File: src/rtl/imm_encoder_pkg.sv
// Shared immediate-type encodings and range limits, used by both the
// immediate encoder and the decode-side sign extender.
package imm_encoder_pkg;

    typedef enum logic [2:0] {
        EXT_I   = 3'b000,
        EXT_B   = 3'b001,
        EXT_JAL = 3'b010,
        EXT_U   = 3'b011,
        EXT_S   = 3'b110
    } imm_type_e;

    // Inclusive signed byte-offset limits per format
    localparam int IMM_IS_MIN = -2048;
    localparam int IMM_IS_MAX = 2047;
    localparam int IMM_B_MIN  = -4096;
    localparam int IMM_B_MAX  = 4094;
    localparam int IMM_J_MIN  = -1048576;
    localparam int IMM_J_MAX  = 1048574;

    function automatic logic ext_type_known(input logic [2:0] t);
        return t inside {EXT_I, EXT_B, EXT_JAL, EXT_U, EXT_S};
    endfunction

endpackage

File: src/rtl/imm_pack.sv
// Combinational immediate placement into an instruction template, plus
// optional range/alignment checking (enabled by IMM_ENC_RANGE_CHECK_EN).
module imm_pack
    import imm_encoder_pkg::*;
(
    input  logic [2:0]  kind,
    input  logic [31:0] imm,
    input  logic [31:0] base,
    output logic [31:0] instr,
    output logic        err
);

    logic range_err;

    always_comb begin
        instr = base;
        case (kind)
            EXT_I: instr[31:20] = imm[11:0];
            EXT_S: begin
                instr[31:25] = imm[11:5];
                instr[11:7]  = imm[4:0];
            end
            EXT_B: begin
                instr[31]    = imm[12];
                instr[7]     = imm[11];
                instr[30:25] = imm[10:5];
                instr[11:8]  = imm[4:1];
            end
            EXT_U: instr[31:12] = imm[31:12];
            EXT_JAL: begin
                instr[31]    = imm[20];
                instr[30:21] = imm[10:1];
                instr[20]    = imm[11];
                instr[19:12] = imm[19:12];
            end
            default: ;
        endcase
    end

`ifdef IMM_ENC_RANGE_CHECK_EN
    always_comb begin
        range_err = 1'b0;
        case (kind)
            EXT_I, EXT_S: range_err = ($signed(imm) < IMM_IS_MIN) || ($signed(imm) > IMM_IS_MAX);
            EXT_B:        range_err = ($signed(imm) < IMM_B_MIN) || ($signed(imm) > IMM_B_MAX) || imm[0];
            EXT_JAL:      range_err = ($signed(imm) < IMM_J_MIN) || ($signed(imm) > IMM_J_MAX) || imm[0];
            EXT_U:        range_err = (imm[11:0] != 12'd0);
            default:      range_err = 1'b0;
        endcase
    end
`else
    // Out-of-range values are silently truncated to the placed bits
    assign range_err = 1'b0;
`endif

    assign err = !ext_type_known(kind) || range_err;

endmodule

File: src/rtl/imm_encoder.sv
// Two-stage immediate encoder: S1 captures the request, S2 registers the
// encoded instruction. Range checking follows IMM_ENC_RANGE_CHECK_EN.
module imm_encoder
    import imm_encoder_pkg::*;
(
    input  logic        clk,
    input  logic        rst_n,
    input  logic        in_valid,
    output logic        in_ready,
    input  logic [2:0]  in_type,
    input  logic [31:0] in_imm,
    input  logic [31:0] in_base,
    output logic        out_valid,
    input  logic        out_ready,
    output logic [31:0] out_instr,
    output logic        out_err,
    input  logic        err_clr,
    output logic        err_sticky,
    output logic [15:0] pkt_cnt
);

    logic        s1_valid;
    logic [2:0]  s1_type;
    logic [31:0] s1_imm;
    logic [31:0] s1_base;
    logic [31:0] pack_instr;
    logic        pack_err;
    logic        s2_adv;
    logic        out_hs;

    // S2 can take a new beat when empty or draining this cycle
    assign s2_adv   = !out_valid || out_ready;
    assign in_ready = !s1_valid || s2_adv;
    assign out_hs   = out_valid && out_ready;

    imm_pack u_pack (
        .kind  (s1_type),
        .imm   (s1_imm),
        .base  (s1_base),
        .instr (pack_instr),
        .err   (pack_err)
    );

    always_ff @(posedge clk or negedge rst_n) begin
        if (!rst_n) begin
            s1_valid <= 1'b0;
            s1_type  <= 3'd0;
            s1_imm   <= 32'd0;
            s1_base  <= 32'd0;
        end else if (in_ready) begin
            s1_valid <= in_valid;
            if (in_valid) begin
                s1_type <= in_type;
                s1_imm  <= in_imm;
                s1_base <= in_base;
            end
        end
    end

    always_ff @(posedge clk or negedge rst_n) begin
        if (!rst_n) begin
            out_valid <= 1'b0;
            out_instr <= 32'd0;
            out_err   <= 1'b0;
        end else if (s2_adv) begin
            out_valid <= s1_valid;
            if (s1_valid) begin
                out_instr <= pack_instr;
                out_err   <= pack_err;
            end
        end
    end

    always_ff @(posedge clk or negedge rst_n) begin
        if (!rst_n) begin
            pkt_cnt    <= 16'd0;
            err_sticky <= 1'b0;
        end else begin
            if (out_hs) begin
                pkt_cnt <= pkt_cnt + 16'd1;
            end
            // A new error beat outranks a simultaneous clear
            if (out_hs && out_err) begin
                err_sticky <= 1'b1;
            end else if (err_clr) begin
                err_sticky <= 1'b0;
            end
        end
    end

endmodule
File: config.mk
export PLATFORM = sky130hd
export DESIGN_NAME = imm_encoder
export DESIGN_NICKNAME = d
export VERILOG_FILES = /design/src/rtl/imm_encoder_pkg.sv /design/src/rtl/imm_pack.sv /design/src/rtl/imm_encoder.sv
export SDC_FILE = /design/constraint.sdc
export NUM_CORES = 1
export LEC_CHECK = 0
export CAP_MARGIN = 20
export CORE_ASPECT_RATIO = 1.4
export CORE_MARGIN = 2
export CORE_UTILIZATION = 40
export CTS_CLUSTER_SIZE = 30
export DETAILED_ROUTE_END_ITERATION = 8
export DONT_BUFFER_PORTS = 1
export SLEW_MARGIN = 20
export SYNTH_ARGS = -nofsm -noshare
export SYNTH_HDL_FRONTEND = slang
export SYNTH_SLANG_ARGS = --single-unit
File: constraint.sdc
create_clock -name clk -period 1.91 [get_ports clk]
set_clock_uncertainty 0.2 [all_clocks]
set_input_delay 0.2865 -clock clk [delete_from_list [all_inputs] [get_ports clk]]
set_output_delay 0.2865 -clock clk [all_outputs]
set_load 0.01 [all_outputs]
### Word level (Yosys, flattened, before mapping)

Cells that the tools add are included.

| word-level totals | value |
|---|---|
| bits in registers | 119 |
| bits of input ports | 72 |
| output and inout bits | 52 |
| word-level logic and storage cells | 34 |

| operators by class | value |
|---|---|
| add/sub/neg operators | 1 |
| equal/unequal tests | 4 |
| multiplexer cells | 6 |
| reduce and logical (&&, ||, !) cells | 14 |

Operator list:

| operator | count |
|---|---|
| $pmux 7 s4 | 1 |
| $add 16x1->16 const B | 1 |
| $pmux 5 s3 | 1 |
| $pmux 5 s2 | 1 |
| $mux 8 | 1 |
| $eq 3x2->1 const B | 2 |
| $reduce_bool 5->1 | 1 |
| $reduce_and 2->1 | 2 |
| $reduce_or 2->1 | 2 |
| $eq 3x1->1 const B | 1 |
| $eq 3x3->1 const B | 1 |
| $logic_not 1->1 | 3 |
| $logic_not 3->1 | 1 |
| $logic_and 1x1->1 | 2 |
| $logic_or 1x1->1 | 2 |
| $mux 1 | 2 |
| $reduce_bool 2->1 | 1 |

### Depth between registers and ports, before layout

Gate-level depths: netlist of the first run.

| depth | value |
|---|---|
| word-level depth | 4 |
| gate-level depth with buffers | 6 |
| mapped depth without buffers | 5 |

### Hierarchy

Synthesis of the first run repeated with hierarchy kept, for this count alone.

| unflattened totals | value |
|---|---|
| cell total of the unflattened synthesis | 416 |
| area total of the unflattened synthesis | 5476.5 um2 |

Modules (own cells, without submodules):

| module | times used | cells each | area an instance (um2) |
|---|---|---|---|
| imm_encoder | 1 | 277 | 4645.7 |
| imm_pack | 1 | 139 | 830.8 |

### Least setup slack after synthesis of the first run

OpenSTA, ideal clock, no wires.

| path | value |
|---|---|
| path kind | reg-to-reg |
| start | register out_valid |
| end | register s1_base[10] |
| data arrival time | 1396 ps |
| required time | 1585 ps |
| setup slack | 188 ps |
| stages on the path, launching flop included | 6 |
| buffers on the path | 2 |
| clock period less this slack | 1722 ps |
| cells stage by stage | dfrtp_1 > nand3b_1 > nand2_2 > buf_6 > buf_6 > mux2_4 |

| between the ends | value |
|---|---|
| cells in the longest elaborated chain, start to end | 4 |

RTL lines:

| what | line | RTL |
|---|---|---|
| start, declared | imm_encoder.sv:13 | `output logic out_valid,` |
| start signal, assigned | imm_encoder.sv:66 | `out_valid <= s1_valid;` |
| $logic_not 1->1 | imm_encoder.sv:32 | `assign s2_adv = !out_valid \|\| out_ready;` |
| $logic_or 1x1->1 | imm_encoder.sv:32 |  |
| $logic_or 1x1->1 | imm_encoder.sv:33 | `assign in_ready = !s1_valid \|\| s2_adv;` |
| via in_ready | imm_encoder.sv:9 | `output logic in_ready,` |
| $reduce_and 2->1 (no line) | -- |  |
| end signal, assigned | imm_encoder.sv:55 | `s1_base <= in_base;` |
| end, declared | imm_encoder.sv:25 | `logic [31:0] s1_base;` |

The timed path passes the listed nets, and every way through them passes these cells.
A chain may end at the register's enable or synchronous reset.

### Worst setup path after layout of the first run

| path | value |
|---|---|
| start | input out_ready |
| end | register out_instr[6] |

| between the ends | value |
|---|---|
| cells in the longest elaborated chain, start to end | 2 |

RTL lines:

| what | line | RTL |
|---|---|---|
| start, declared | imm_encoder.sv:14 | `input logic out_ready,` |
| $logic_or 1x1->1 | imm_encoder.sv:32 |  |
| $reduce_and 2->1 (no line) | -- |  |
| end signal, assigned | imm_encoder.sv:68 | `out_instr <= pack_instr;` |
| end, declared | imm_encoder.sv:15 | `output logic [31:0] out_instr,` |

Every way passes these cells.

==> impl_metrics.ini, run 1 <==
[outcome]
outcome = finished with violations
violations = hold timing

[cells_and_area]
area_growth_syn_to_layout_pct = 28.35
finish.cell_count_without_fillers = 640
diodes = 0
fill_cells = 1099
fin_nets = 548
post_route_cells_drive_above_1_share = 0.2977

[placement]
preCtsSetupSlack_ns = 0.07993
half_perimeter_wire_length_of_the_detailed_placement_result_um = 7677
port_buffers = 0
routabilityCongestion = 0.7227
dp.cells = 538

[synth]
number_of_distinct_library_cell_variants_in_the_gate_level_netlist_after_synthesis = 45
postSynthRegisterBits = 119
synthesized_instance_count = 387
synth_top_flop_cell = sky130_fd_sc_hd__dfrtp_1
post_synth_edffs = 0
syn_area_per_cell_um2 = 13.59
synthArstFlopShare = 1.000
synth.yosys.warnings = 0
synthesis.area_um2 = 5260
part_of_the_yosys_area_used_for_sequential_elements = 0.5661
postSynthNetCount = 460

[worst_setup_path]
critical_path_arrival_ns = 1.85
setup.worst_path.end = out_instr[6]$_DFFE_PN0P_
r2r.worst_path.cells = 5
crit_end_element = flip-flop
worst_reg2reg_startpoint = pkt_cnt[1]$_DFFE_PN0N_
timing.reg2reg.setup_slack_ns = 0.15
endpoint_of_the_worst_slack_reg_to_reg_timing_path = pkt_cnt[10]$_DFFE_PN0N_
worst-setup-path-type = primary input to flip-flop
cp_max_fo = 36
worstSetupStartpointType = primary input
cp_data_required_time_ns = 1.99
critPathLaunch = out_ready

[sta]
slew_headroom = 0.7186
holdWs_ns = -0.6219
fin_crit_ns = 1.763
achievable-frequency_mhz = 567.1
report.final.hold_viol_count = 119
final-setup-viol-count = 0
worstMarginPinSlew_ns = 0.4222
grt_setup_unrepaired = false
finalSetupTns_ns = 0
ratio_of_final_minimum_period_to_clock_period = 0.9232
timing.final.max_slew_violations = 0
setup_ws_ns = 0.1467

[detailed_routing]
detail_route.first_pass.iterations = 4
num_vias = 3360
routed_wirelength_um = 11620
route.detailed.drc = 0
wire_per_inst_um = 18.15
via_per_inst = 5.250
antenna_violating_nets_post_route = 0
iteration_0_drc_count_of_the_detailed_router = 79

[clocking]
ctsHtreeMaxLevel = 4
clock_sinks = 119
worst_skew_pair.late_latency_ns = 0.40
cts_hold_buf = 71
postCtsSetupBuffers = 0
cts-root-buf = sky130_fd_sc_hd__clkbuf_16
tritoncts_clock_tree = built
clkSlewWorstSetupHoldPaths_ns = 0.05
max-clock-path-buffers = 2
cts_made_buffers = 17

[job]
max-cap-violations = 0

[die]
chipWidth_um = 100.9
fp-row-count = 49
die_h_um = 139.7
initial_cell_density_of_the_core = 0.4086
dieArea_um2 = 14100
boundaryPins = 124
area_of_the_core_um2 = 12870

[global_routing]
antenna_violations_before_repair = 0
grt_pass1_wl_um = 18820
grt_pass1_vias = 3568
overflow = 0
grt_start_max_net_pins = 120
track_usage = 0.1715

[power_and_ir_drop]
power.static_leakage_nw = 3.065
power_per_cell_area_nw_per_um2 = 1138
vdd.ir_drop.worst_uv = 542.8

[min_path]
hold_path_class = primary input to async pin
-- power by group --
part	internal (mW)	total [mW]	switching, mW
clock	1.71	2.84	1.13
combinational	0.772	1.30	0.528
sequential	3.00	3.54	0.541
-- critical path: stages --
cell and delay, ns:
sky130_fd_sc_hd__dlygate4sd3_1 0.58, sky130_fd_sc_hd__nand2b_1 0.18, sky130_fd_sc_hd__nand2_2 0.18, sky130_fd_sc_hd__buf_12 0.24, sky130_fd_sc_hd__mux2_2 0.37
-- cell families (layout without fill, tap and decap cells) --
logic type | after synthesis | in the layout | synth area share
flip-flops | 119 | 119 | 0.5661
AO/OA/AOI/OAI | 68 | 68 | 0.08706
buffers and inverters | 26 | 126 | 0.02926
XOR/XNOR | 15 | 15 | 0.02498
multiplexers | 95 | 95 | 0.2217
AND/OR/NAND/NOR | 63 | 63 | 0.06851
adder cells (fa/ha/maj) | 1 | 1 | 0.002378
-- metal layers --
metal | track usage | part of all wire | wire length, um
met5 | 0 | 0 | 0
met4 | 0.06472 | 0.016 | 186
met3 | 0.04822 | 0.045 | 522
met2 | 0.2884 | 0.52 | 6058
met1 | 0.2068 | 0.42 | 4850
-- cell usage after synthesis, drive strengths merged, types with 8 or more instances --
cell type / count / share of area
dfrtp: 119 / 0.57
mux2: 82 / 0.20
nand2: 27 / 0.020
o21ai: 19 / 0.018
buf: 17 / 0.023
mux2i: 13 / 0.025
o22ai: 12 / 0.014
a22o: 10 / 0.017
nor2: 8 / 0.0062
xnor2: 8 / 0.013
-- metrics by stage --
step	utilization	instance area (um2)	total power [mW]
3_5_place_dp	0.4272	5500	4.773
2_1_floorplan	-	5260	4.403
3_3_place_gp	0.4272	5500	4.715
6_report	0.5244	6751	7.685
4_1_cts	0.5239	6745	7.784
5_1_grt	0.5244	6751	8.096
-- final cells by class --
type	count	area, um2	area share
multi-input cells	242	2142	0.3173
repair buffers	89	883.3	0.1308
clock buffers	20	456.7	0.06764
clock inverters	11	77.57	0.01149
inverters	6	22.52	0.003336
well taps	153	191.4	0.02835
flip-flops and latches	119	2978	0.4411
-- sequential cells by signal, summed over array words and instances, names as in the netlist --
| register | count |
|---|---|
| out_instr | 32 |
| out_err | 1 |
| pkt_cnt | 16 |
| s1_imm | 32 |
| s1_valid | 1 |
| s1_type | 3 |
| err_sticky | 1 |
| s1_base | 32 |
| out_valid | 1 |
-- cell usage in the layout, fill, tap and decap left out, types with 3 or more instances in the layout --
master                            n
sky130_fd_sc_hd__a211oi_1         7
sky130_fd_sc_hd__a21o_1           7
sky130_fd_sc_hd__a21oi_1          6
sky130_fd_sc_hd__a22o_1          10
sky130_fd_sc_hd__buf_12           3
sky130_fd_sc_hd__buf_4           15
sky130_fd_sc_hd__clkbuf_16       17
sky130_fd_sc_hd__clkinv_2         3
sky130_fd_sc_hd__clkinvlp_4       6
sky130_fd_sc_hd__dfrtp_1        119
sky130_fd_sc_hd__dlygate4sd3_1   71
sky130_fd_sc_hd__inv_1            4
sky130_fd_sc_hd__mux2_2          52
sky130_fd_sc_hd__mux2_4          30
sky130_fd_sc_hd__mux2i_1         13
sky130_fd_sc_hd__nand2_1         24
sky130_fd_sc_hd__nand2b_1         7
sky130_fd_sc_hd__nand3_1          3
sky130_fd_sc_hd__nand4_1          3
sky130_fd_sc_hd__nor2_1           7
sky130_fd_sc_hd__o21ai_0         19
sky130_fd_sc_hd__o22ai_1         12
sky130_fd_sc_hd__xnor2_1          8
sky130_fd_sc_hd__xor2_1           7
-- repair_timing --
| item | in CTS | in global routing |
|---|---|---|
| endpoints found under the setup margin | 0 | 1 |
| hold endpoints to repair | 191 | 119 |
| gates resized for setup | 0 | 1 |
-- worst min-delay path by stage --
stage,startpoint,to,slack (ns),cells after the start
global route,rst_n,pkt_cnt[9]$_DFFE_PN0N_,-0.65,0
global placement,rst_n,pkt_cnt[9]$_DFFE_PN0N_,-0.21,0
floorplan,rst_n,err_sticky$_DFFE_PN0P_,-0.21,0
detailed placement,rst_n,pkt_cnt[6]$_DFFE_PN0N_,-0.21,0
finish,rst_n,pkt_cnt[9]$_DFFE_PN0N_,-0.62,0
CTS,rst_n,pkt_cnt[6]$_DFFE_PN0N_,-0.64,0
(Power assumes the default switching activity.)
==> run 2: changes to the inputs <==
--- a/config.mk
+++ b/config.mk
@@ -12,6 +12,7 @@
 export CTS_CLUSTER_SIZE = 30
 export DETAILED_ROUTE_END_ITERATION = 8
 export DONT_BUFFER_PORTS = 1
+export GPL_ROUTABILITY_DRIVEN = 0
 export SLEW_MARGIN = 20
 export SYNTH_ARGS = -nofsm -noshare
 export SYNTH_HDL_FRONTEND = slang
==> results of run 2 <==
No change in the layout: final DEF, timing and power equal those of run 1.
==> run 3: changes to the inputs <==
--- a/config.mk
+++ b/config.mk
@@ -13,6 +13,7 @@
 export DETAILED_ROUTE_END_ITERATION = 8
 export DONT_BUFFER_PORTS = 1
 export GPL_ROUTABILITY_DRIVEN = 0
+export REMOVE_ABC_BUFFERS = 1
 export SLEW_MARGIN = 20
 export SYNTH_ARGS = -nofsm -noshare
 export SYNTH_HDL_FRONTEND = slang
==> impl_metrics.ini, run 3 (synthesis gave the netlist of run 1 again) <==
[power_and_ir_drop]
power_mw = 7.948
power_per_cell_area_nw_per_um2 = 1170
power.static_leakage_nw = 3.103
vdd.ir_drop.worst_uv = 564.7

[cells_and_area]
biggestRegsByFlops = out_instr: 32 flops, s1_base: 32 flops, s1_imm: 32 flops
area_growth_syn_to_layout_pct = 29.12
most-common-layout-cells = 119 x sky130_fd_sc_hd__dfrtp_1, 70 x sky130_fd_sc_hd__dlygate4sd3_1, 52 x sky130_fd_sc_hd__mux2_2, 30 x sky130_fd_sc_hd__mux2_4, 24 x sky130_fd_sc_hd__nand2_1
diodes = 0
mostFrequentLayoutCell = sky130_fd_sc_hd__dfrtp_1
fin_nets = 547
post_route_cells_drive_above_1_share = 0.2916

[global_routing]
grt_pass1_vias = 3634
grt_util_met3 = 0.05023
fraction_of_met1_tracks_used_by_global_routing = 0.2061
global_route.usage.met2 = 0.2989
antenna_violations_before_repair = 0
overflow = 0
most_used_routing_layer = met2
grt_start_max_net_pins = 120
track_usage = 0.1731
grt_pass1_wl_um = 18850

[sta]
report.final.hold_viol_count = 119
ratio_of_final_minimum_period_to_clock_period = 0.9573
achievable-frequency_mhz = 546.9
fin_crit_ns = 1.828
timing.final.max_slew_violations = 0
holdWs_ns = -0.6156
slew_headroom = 0.6550
grt_setup_unrepaired = false
worstMarginPinSlew_ns = 0.5175
finalSetupTns_ns = 0
final-setup-viol-count = 0

[worst_setup_path]
cp_data_required_time_ns = 1.99
crit_end_element = flip-flop
worstSetupStartpointType = flip-flop
cp_max_fo = 40
worst-setup-path-type = flip-flop to flip-flop
critical_path_arrival_ns = 1.91

[min_path]
hold_path_class = primary input to async pin

[clocking]
clkSlewWorstSetupHoldPaths_ns = 0.06
cts_hold_buf = 70
ctsHtreeMaxLevel = 4
clock_sinks = 119
max-clock-path-buffers = 2
cts.repair.resized = 0
cts_made_buffers = 17
postCtsSetupBuffers = 0
cts-root-buf = sky130_fd_sc_hd__clkbuf_16
worst_skew_pair.late_latency_ns = 0.39
tritoncts_clock_tree = built

[detailed_routing]
wire_per_inst_um = 18.13
detail_route.first_pass.iterations = 5
iteration_0_drc_count_of_the_detailed_router = 63
antenna_violating_nets_post_route = 0
via_per_inst = 5.239
num_vias = 3353
routed_wirelength_um = 11600
route.detailed.drc = 0

[die]
initial_cell_density_of_the_core = 0.4086
die_h_um = 139.7
area_of_the_core_um2 = 12870
chipWidth_um = 100.9
fp-row-count = 49
dieArea_um2 = 14100
boundaryPins = 124

[outcome]
violations = hold timing
outcome = finished with violations

[placement]
port_buffers = 0
half_perimeter_wire_length_of_the_detailed_placement_result_um = 7663

[job]
max-cap-violations = 0
-- run 3: final timing paths --
kind | start | cells after the start | endpoint | slack, ns
max | out_valid$_DFFE_PN0P_ | 4 | s1_imm[10]$_DFFE_PN0P_ | 0.08
min | rst_n | 0 | out_instr[18]$_DFFE_PN0P_ | -0.62
max reg2reg | out_valid$_DFFE_PN0P_ | 4 | s1_imm[10]$_DFFE_PN0P_ | 0.08
min reg2reg | s1_base[0]$_DFFE_PN0P_ | 1 | s1_base[0]$_DFFE_PN0P_ | 0.30
max in group asynchronous | rst_n | 0 | out_instr[6]$_DFFE_PN0P_ | 1.96
min in group clk | out_ready | 2 | s1_valid$_DFFE_PN0P_ | 0.05
-- run 3: stage by stage --
stage	hold WS, ns	utilization	instances	instance area, um2	setup slack, ns
after CTS	-0.6358	0.5275	640	6792	0.08294
after floorplan	-0.2091	-	367	5129	-0.5618
after global placement	-0.2069	0.4282	538	5513	0.1316
final	-0.6156	0.5275	640	6792	0.08162
after detailed placement	-0.2064	0.4282	538	5513	0.09312
after global routing	-0.6432	0.5275	640	6792	0.01275
-- run 3: area by class of cell --
| class | instances | area, um2 |
|---|---|---|
| tap | 153 | 191.4 |
| sequential | 119 | 2978 |
| clock inverter | 8 | 96.34 |
| multi-input combinational | 242 | 2136 |
| fill | 1110 | 6083 |
| timing repair buffer | 88 | 885.9 |
| clock buffer | 24 | 481.7 |
| inverter | 6 | 22.52 |
-- run 3: critical path, stage by stage (launching register included) --
cell,delay [ns]
sky130_fd_sc_hd__dfrtp_1,0.41
sky130_fd_sc_hd__nand3b_1,0.25
sky130_fd_sc_hd__nand2_4,0.18
sky130_fd_sc_hd__buf_12,0.26
sky130_fd_sc_hd__mux2_2,0.37
-- run 3: report_power, final --
group / leakage, nW / switching, mW / internal [mW]
combinational: 1.40 / 0.563 / 0.791
sequential: 1.42 / 0.503 / 3.00
clock: 0.284 / 1.07 / 2.02
-- run 3: routing by layer --
metal | wire length (um) | vias to the layer above
met1 | 4805 | 1693
li1 | - | 1566
met5 | 0 | -
met2 | 6088 | 85
met3 | 574 | 9
met4 | 136 | 0
